<file path="config.mk">
export PLATFORM = sky130hd
export DESIGN_NAME = led_sequencer
export DESIGN_NICKNAME = d
export VERILOG_FILES = /design/src/rtl/led_sequencer.sv
export SDC_FILE = /design/constraint.sdc
export NUM_CORES = 1
export LEC_CHECK = 0
export CORE_MARGIN = 5
export CORE_UTILIZATION = 50
export CTS_BUF_LIST = sky130_fd_sc_hd__clkbuf_8 sky130_fd_sc_hd__clkbuf_16
export DETAILED_ROUTE_END_ITERATION = 8
export PLACE_DENSITY = 0.71
export SLEW_MARGIN = 20
export SYNTH_ARGS = -nofsm -noshare
export SYNTH_HDL_FRONTEND = slang
export SYNTH_SLANG_ARGS = --single-unit
</file>
<file path="constraint.sdc">
create_clock -name CLK -period 3.01 [get_ports CLK]
set_input_delay 0.7525 -clock CLK [delete_from_list [all_inputs] [get_ports CLK]]
set_output_delay 0.7525 -clock CLK [all_outputs]
set_load 0.05 [all_outputs]
</file>
<file path="src/rtl/led_sequencer.sv">
// ---------------------------------------------------------------------------
// led_sequencer
//   LED pattern sequencer. The divided clock from the clock divider arrives on
//   step_clk and is treated purely as data: it is synchronised into the CLK
//   domain, rising-edge detected, and every detected edge advances the active
//   pattern by one step (unless paused or a mode change is being taken).
//
//   Patterns (mode): 00 SHIFT rotating one-hot, 01 BOUNCE one-hot ping-pong,
//                    10 BAR fill level, 11 BLINK whole-bank toggle.
//
// Ports
//   CLK       in   1      system clock, posedge
//   RST       in   1      asynchronous active-high reset
//   step_clk  in   1      divided step clock, sampled as data
//   mode      in   2      pattern select
//   dir       in   1      SHIFT/BAR direction (0 toward MSB, 1 toward LSB)
//   pause     in   1      hold pattern, discard steps
//   led       out  LED_W  LED pattern
//   step_out  out  1      one-cycle pulse per accepted step
//   wrap      out  1      one-cycle pulse when the pattern returns to its start
// ---------------------------------------------------------------------------
module led_sequencer #(
    parameter int LED_W       = 16,
    parameter int SYNC_STAGES = 2
) (
    input  logic             CLK,
    input  logic             RST,
    input  logic             step_clk,
    input  logic [1:0]       mode,
    input  logic             dir,
    input  logic             pause,
    output logic [LED_W-1:0] led,
    output logic             step_out,
    output logic             wrap
);

    localparam int LVL_W = $clog2(LED_W + 1);

    localparam logic [LED_W-1:0] LED_LSB = {{(LED_W-1){1'b0}}, 1'b1};
    localparam logic [LED_W-1:0] LED_MSB = {1'b1, {(LED_W-1){1'b0}}};
    localparam logic [LVL_W-1:0] LVL_MAX = LVL_W'(LED_W);

    typedef enum logic [1:0] {
        M_SHIFT  = 2'b00,
        M_BOUNCE = 2'b01,
        M_BAR    = 2'b10,
        M_BLINK  = 2'b11
    } mode_t;

    // Bar of 'lvl' lit LEDs, filled from bit 0 (d=0) or from the MSB (d=1).
    function automatic logic [LED_W-1:0] bar_pattern(input logic [LVL_W-1:0] lvl,
                                                    input logic d);
        logic [LED_W-1:0] m;
        m = '0;
        for (int i = 0; i < LED_W; i++) begin
            if (LVL_W'(i) < lvl) begin
                if (d) m[LED_W-1-i] = 1'b1;
                else   m[i]         = 1'b1;
            end
        end
        return m;
    endfunction

    // ---------------- registers ----------------
    logic [SYNC_STAGES-1:0] r_sync;
    logic                   r_prev;
    mode_t                  r_mode;
    logic                   r_bounce_up;
    logic [LVL_W-1:0]       r_bar_lvl;
    logic [LED_W-1:0]       r_led;
    logic                   r_step_out;
    logic                   r_wrap;

    // ---------------- next-state wires ----------------
    mode_t                  w_mode_nxt;
    logic                   w_bounce_nxt;
    logic [LVL_W-1:0]       w_lvl_nxt;
    logic [LED_W-1:0]       w_led_nxt;
    logic                   w_step_nxt;
    logic                   w_wrap_nxt;

    logic                   w_sync_last;
    logic                   w_step;
    logic                   w_mode_chg;
    logic                   w_acc;
    logic [LVL_W-1:0]       w_lvl_inc;

    assign w_sync_last = r_sync[SYNC_STAGES-1];
    assign w_step      = w_sync_last & ~r_prev;
    assign w_mode_chg  = (mode != r_mode);
    // A mode change swallows any step arriving in the same cycle.
    assign w_acc       = w_step & ~pause & ~w_mode_chg;
    assign w_lvl_inc   = (r_bar_lvl == LVL_MAX) ? '0 : r_bar_lvl + 1'b1;

    always_ff @(posedge CLK or posedge RST) begin
        if (RST) begin
            r_sync      <= '0;
            r_prev      <= 1'b0;
            r_mode      <= M_SHIFT;
            r_bounce_up <= 1'b1;
            r_bar_lvl   <= '0;
            r_led       <= LED_LSB;
            r_step_out  <= 1'b0;
            r_wrap      <= 1'b0;
        end else begin
            r_sync      <= {r_sync[SYNC_STAGES-2:0], step_clk};
            // Tracks the edge detector even while paused, so edges seen
            // during pause are consumed rather than deferred.
            r_prev      <= w_sync_last;
            r_mode      <= w_mode_nxt;
            r_bounce_up <= w_bounce_nxt;
            r_bar_lvl   <= w_lvl_nxt;
            r_led       <= w_led_nxt;
            r_step_out  <= w_step_nxt;
            r_wrap      <= w_wrap_nxt;
        end
    end

    always_comb begin
        w_mode_nxt   = r_mode;
        w_bounce_nxt = r_bounce_up;
        w_lvl_nxt    = r_bar_lvl;
        w_led_nxt    = r_led;
        w_step_nxt   = 1'b0;
        w_wrap_nxt   = 1'b0;

        if (w_mode_chg) begin
            // Load the new pattern's starting state.
            w_mode_nxt   = mode_t'(mode);
            w_bounce_nxt = 1'b1;
            w_lvl_nxt    = '0;
            case (mode_t'(mode))
                M_SHIFT:  w_led_nxt = dir ? LED_MSB : LED_LSB;
                M_BOUNCE: w_led_nxt = LED_LSB;
                M_BAR:    w_led_nxt = '0;
                M_BLINK:  w_led_nxt = '0;
            endcase
        end else if (w_acc) begin
            w_step_nxt = 1'b1;
            case (r_mode)
                M_SHIFT: begin
                    if (dir) w_led_nxt = {r_led[0], r_led[LED_W-1:1]};
                    else     w_led_nxt = {r_led[LED_W-2:0], r_led[LED_W-1]};
                    w_wrap_nxt = (w_led_nxt == (dir ? LED_MSB : LED_LSB));
                end
                M_BOUNCE: begin
                    if (r_bounce_up) begin
                        if (r_led[LED_W-1]) begin
                            w_bounce_nxt = 1'b0;
                            w_led_nxt    = r_led >> 1;
                        end else begin
                            w_led_nxt    = r_led << 1;
                        end
                    end else begin
                        if (r_led[0]) begin
                            w_bounce_nxt = 1'b1;
                            w_led_nxt    = r_led << 1;
                        end else begin
                            w_led_nxt    = r_led >> 1;
                        end
                    end
                    // Only a downward move can land on bit 0.
                    w_wrap_nxt = (w_led_nxt == LED_LSB);
                end
                M_BAR: begin
                    w_lvl_nxt  = w_lvl_inc;
                    w_led_nxt  = bar_pattern(w_lvl_inc, dir);
                    w_wrap_nxt = (r_bar_lvl == LVL_MAX);
                end
                M_BLINK: begin
                    w_led_nxt  = ~r_led;
                    w_wrap_nxt = (r_led == '1);
                end
            endcase
        end
    end

    assign led      = r_led;
    assign step_out = r_step_out;
    assign wrap     = r_wrap;

endmodule
</file>
== Word level (Yosys, flattened, before mapping) ==
Index checks and enable logic that the tools add are counted.
Word-level totals
  output and inout port bits: 18
  word-level logic and storage cells: 129
  bits of input ports: 7
  flip-flop bits (word level): 29
Operators by class
  reduce and logical (&&, ||, !) cells: 8
  equality and inequality tests: 11
  bitwise logic cells: 7
  add/subtract/negate cells: 1
  muxes and demuxes: 78
  magnitude comparators: 16
Operators with widths (number)
  16-bit 2-to-1 mux: 13
  16-bit case mux with 4 select lines: 1
  1-bit 2-to-1 mux: 56
  16-bit case mux with 3 select lines: 1
  4-bit by 5-bit less-than comparator with 1-bit output (first input constant): 8
  3-bit by 5-bit less-than comparator with 1-bit output (first input constant): 4
  5-bit 2-to-1 mux: 4
  16-bit by 1-bit == test with 1-bit output (second input constant): 1
  16-bit == test: 1
  16-bit == test (second input constant): 1
  16-bit inverter: 1
  1-bit by 5-bit less-than comparator with 1-bit output (first input constant): 2
  2-bit by 5-bit less-than comparator with 1-bit output (first input constant): 2
  2-bit == test (second input constant): 4
  2-bit nonzero test: 3
  5-bit by 1-bit adder with 5-bit output (second input constant): 1
  5-bit == test (second input constant): 1
  2-bit by 1-bit == test with 1-bit output (second input constant): 2
  2-bit logical NOT: 2
  2-bit 2-to-1 mux: 2
  1-bit case mux with 4 select lines: 1
  2-bit AND reduction: 2
  1-bit AND: 3
  1-bit inverter: 3
  2 further kinds: 2

== Logic depth before layout (Yosys ltp) ==
  word-level depth: 10
  mapped depth: 8
  gate-level depth less buffers: 8

== Worst setup path before layout ==
Ideal clock, no wire load.
  path type: register -> register
  start point: register r_led[0] (netlist: led[0])
  end point: register r_led[9] (netlist: led[9])
  cell stages (with the launch flop): 9
  period minus slack after synthesis: 2153 ps
  arrival: 2022 ps
  required time: 2879 ps
  setup slack: 857 ps
  buffers on the path: 2
  library setup time: 131 ps
  cell sequence: dfstp_2 or2_1 buf_2 and2_1 buf_6 mux2_4 o211ai_2 a21oi_1 or3_1
Between the ends
  cells in the longest elaborated chain, start to end: 8
Ends and longest elaborated chain
  from (decl): RTL line 70  | logic [LED_W-1:0] r_led;
  from (signal assigned): RTL line 113  | r_led <= w_led_nxt;
  16-bit 2-to-1 mux: RTL line 155  | if (r_led[0]) begin
  16-bit 2-to-1 mux: RTL line 147  | if (r_bounce_up) begin
  16-bit 2-to-1 mux: RTL line 140  | case (r_mode)
  16-bit 2-to-1 mux: RTL line 138  | end else if (w_acc) begin
  16-bit 2-to-1 mux: RTL line 127  | if (w_mode_chg) begin
  16-bit case mux with 4 select lines: RTL line 140
  16-bit 2-to-1 mux: RTL line 138
  16-bit 2-to-1 mux: RTL line 127
No other way between the ends. The select of a mux whose other input is x is not followed.
A chain may end at the register's enable or synchronous reset.

== Final worst setup path ==
  start point: register r_led[0] (netlist: led[0])
  end point: output port led[0]
RTL lines
  to (decl): RTL line 32  | output logic [LED_W-1:0] led,
No word-level cell between the ends.

==> results list <==
- Iteration count of the initial detailed-routing pass: 5
* Share of the synthesized area in the top cell type: 26.0%
- Summed over all layers, the global routing overflow is 0.
- The worst hold path terminates at r_sync[1].
- Slowest cell on crit path: sky130_fd_sc_hd__clkdlybuf4s50_1
* Worst reg2reg path endpoint: led[15]
- Number of DRC markers in iteration 0: 256
* Status: completed
- Cell family with the largest share of critical-path delay: buffers and inverters
- Startpoint-to-endpoint class of the critical path: flop to primary output
- Gpl congestion: 0.976
- Post-detailed-placement cell area: 2860 sq um
- Leakage: 1.16 nW
- Total Power: about 1.0 mW
- The floorplan has 26 rows.
- Worst hold stages: 0
- CP Capture Type: primary output
* Min-delay worst type: flop to flop
- Diode insertion count for antenna repair: 0
* Sequential share of the synthesized area: 28.0%
- Between clock sinks in the finished design, the worst skew comes to 17.9 ps.
- In this run the number of cells on the critical path is 1.
- Headroom to the max-slew limit came out at 54.6%.
- In the final routed layout, each cell accounts on average for between 15 and 20 um.
- Vias in the first global route: 2,532
* Placeable core region: between 5000 and 6000 sq um
- Cell-by-cell listing of the critical path: clkdlybuf4s50_1
- RSZ-0062 raised after global routing: no
- Number of nets still failing antenna checks after routing: 0
* Global-route usage over all layers: around a quarter
* Count of buffers from port buffering: 24
- PwrDens: 341 nW/um^2
* Distinct cells, synth: 61
- CTS root buf: sky130_fd_sc_hd__clkbuf_8
- Dividing the final minimum period by the clock period gives 84.9%.
* Hold wc startpoint: r_sync[0]
- The setup check on the worst reg-to-reg path leaves a slack of 720 ps.
- Yosys printed 0 warnings.
- Initial antenna violation count: 0
- Counting flops and latches in the post-synthesis netlist gives 29.
- IR analysis of the VDD net gives a maximum drop of 194 uV.
- Derived from the worst setup path, the maximum achievable clock frequency is roughly 0.4 GHz.
- Data arrives at the worst endpoint at about 1800 ps.
- Setup violation total in the final timing report: 0
- The tool flagged a number of max-cap violations equal to 0.
- Post-CTS repair timing setup buffer count: 0
* Clock Path Buffers: 2
* CP bufs+invs: 1
- The synthesized netlist occupies a cell area of ~2600 sq um.
- Layout cell share with drive strength beyond 1: 9.97%
- Cell taking the most area after synthesis: sky130_fd_sc_hd__dfrtp_1
- Main area contributors after synthesis: sky130_fd_sc_hd__dfrtp_1, sky130_fd_sc_hd__nor2_1, sky130_fd_sc_hd__a21oi_1
- Clk sink count: 29
* Die boundary height: slightly above 80 um
- For this run, design rule violations remaining after detail routing come to 0.
- The number of clock buffers added by TritonCTS is 5.
- Max H-tree Level: 2
- Final Routed Wirelength: 7.89 mm
- After clock tree synthesis, the clock-pin slew on the worst setup and hold paths is 60 ps.
* Clock latency at the later pin of the worst-skew pair: 300 ps
* Layout fillers: slightly below 500
* Slew of the pin with the lowest slew margin: 679 ps
- TritonCTS built the clock tree.
* Number of pins with negative max-slew slack in the final report: 0
- Counting I/O delays and the setup requirement, the final critical path takes 2550 ps.
* Depth of the most critical reg-to-reg path: 7
* Post-layout nets: between 300 and 400
- In the routed layout, each cell is associated on average with a via count of about 6.5.
- The final route contains 2,802 vias.
- STA puts the critical path data required time at roughly 2300 ps.
* Post-Route Setup TNS: 0 ps
- Average instance area after synthesis: about 7.4 sq um
- The die covers 6750 sq um.
- The number of nets in the synthesized netlist is around 360.
* Initial Util: 51.3%
- Die boundary width: slightly above 80 um
* Gates resized, CTS repair: 0
- Synthesized netlist cell count: 353
- Max FO, Critical Path: 12
- The first global-routing pass estimated between 10 and 15 mm of wire.
* Num ports: 25
* Layout Area Growth over Synthesis: 13.8%
- Critical Path Start Type: flop
- Detailed-placement wirelength estimate: 5.59 mm
* Design Area, Final: approximately 3000 sq um
- The most used flip-flop cell after synthesis is sky130_fd_sc_hd__dfrtp_1.
- In this run the critical register-to-register path is launched from r_bar_lvl[0].
- Maximum number of pins on one net before global-route repair: 30
- Counting flops with a built-in enable in the synthesized netlist gives 0.
- Count of endpoints failing hold in the final timing report: 0
* Longest individual stage delay on the worst path: between 800 and 900 ps
- Async S/R FF share, synth: 100%
- Hold repair after CTS inserted 0 buffers.
registers in the layout, summed over array words and instances (netlist names):
register,cells
led,16
r_bar_lvl,5
r_mode,2
r_sync,2
r_bounce_up,1
r_prev,1
step_out,1
wrap,1
synthesized netlist by cell type (3+ instances only):
library cell	n
sky130_fd_sc_hd__clkbuf_1	27
sky130_fd_sc_hd__nand2_1	37
sky130_fd_sc_hd__nor3_1	10
sky130_fd_sc_hd__a31oi_1	8
sky130_fd_sc_hd__o211ai_1	9
sky130_fd_sc_hd__nand2b_1	6
sky130_fd_sc_hd__inv_1	11
sky130_fd_sc_hd__buf_6	3
sky130_fd_sc_hd__nand3b_1	3
sky130_fd_sc_hd__nor2_1	43
sky130_fd_sc_hd__xnor2_1	5
sky130_fd_sc_hd__o221ai_1	4
sky130_fd_sc_hd__mux2i_1	14
sky130_fd_sc_hd__a221oi_1	3
sky130_fd_sc_hd__nor2b_1	3
sky130_fd_sc_hd__dfrtp_1	27
sky130_fd_sc_hd__nand4_1	5
sky130_fd_sc_hd__a21oi_1	29
sky130_fd_sc_hd__nand3_1	14
sky130_fd_sc_hd__a211oi_1	5
sky130_fd_sc_hd__o22ai_1	6
sky130_fd_sc_hd__buf_1	4
sky130_fd_sc_hd__o21ai_0	28
routing by layer:
layer | vias to the layer above | track usage [%] | part of all wire, %
met5 | - | 0 | 0
met4 | 0 | 10.6 | 2.7
met3 | 19 | 4.66 | 9.0
met2 | 173 | 38.2 | 45
met1 | 1309 | 35.1 | 44
li1 | 1301 | - | -
worst max path at each step:
stage / startpoint / to / slack [ps]
floorplan: led[0] / led[9] / 860
global placement: mode[0] / led[9] / 450
detailed placement: mode[0] / led[9] / 430
CTS: led[0] / led[0] / 460
global route: led[15] / led[15] / 420
finish: led[0] / led[0] / 460
placed cells by master (no fill, tap or decap), types with 10 or more instances in the layout:
| master | Yosys | routed |
|---|---|---|
| sky130_fd_sc_hd__buf_4 | 0 | 12 |
| sky130_fd_sc_hd__nand3_1 | 14 | 14 |
| sky130_fd_sc_hd__mux2i_1 | 14 | 14 |
| sky130_fd_sc_hd__nor2_1 | 43 | 43 |
| sky130_fd_sc_hd__nor3_1 | 10 | 10 |
| sky130_fd_sc_hd__clkdlybuf4s50_1 | 0 | 24 |
| sky130_fd_sc_hd__dfrtp_1 | 27 | 27 |
| sky130_fd_sc_hd__nand2_1 | 37 | 37 |
| sky130_fd_sc_hd__inv_1 | 11 | 11 |
| sky130_fd_sc_hd__o21ai_0 | 28 | 28 |
| sky130_fd_sc_hd__a21oi_1 | 29 | 29 |
layout make-up:
class / count / area [sq um] / area share [%]
flip-flops and latches: 29 / 728 / 24.6
clock buffers: 7 / 96.3 / 3.25
multi-input cells: 277 / 1670 / 56.5
inverters: 11 / 41.3 / 1.39
well taps: 70 / 87.6 / 2.96
repair buffers: 36 / 330 / 11.2
clock inverters: 1 / 5.00 / 0.169
metrics by stage:
step / setup WS, ps / hold WS, ps / util [%] / instances
floorplan: 857 / 331 / - / 353
global placement: 449 / 339 / 56.4 / 423
finish: 455 / 351 / 58.4 / 431
CTS: 462 / 354 / 58.4 / 431
detailed placement: 427 / 340 / 56.4 / 423
global route: 422 / 361 / 58.4 / 431
cell families after synthesis:
family                     count (synthesis)  share of synthesized area, %
AOI/OAI and AO/OA                        113                          28.2
muxes                                     18                          7.69
and+or+nand+nor                          139                          25.8
DFF                                       29                          28.0
adders and majority gates                  2                         0.961
xor gates and xnor gates                   5                          1.68
buffers and inverters                     47                          7.74
power by group:
group	leakage (nW)	total [mW]	switching, mW	internal (mW)
registers	0.385	0.430	0.0278	0.402
logic	0.718	0.216	0.136	0.0800
clock network	0.0542	0.366	0.159	0.206
total	1.16	1.01	0.323	0.689
Note: power is estimated with default switching activity, not from simulation.
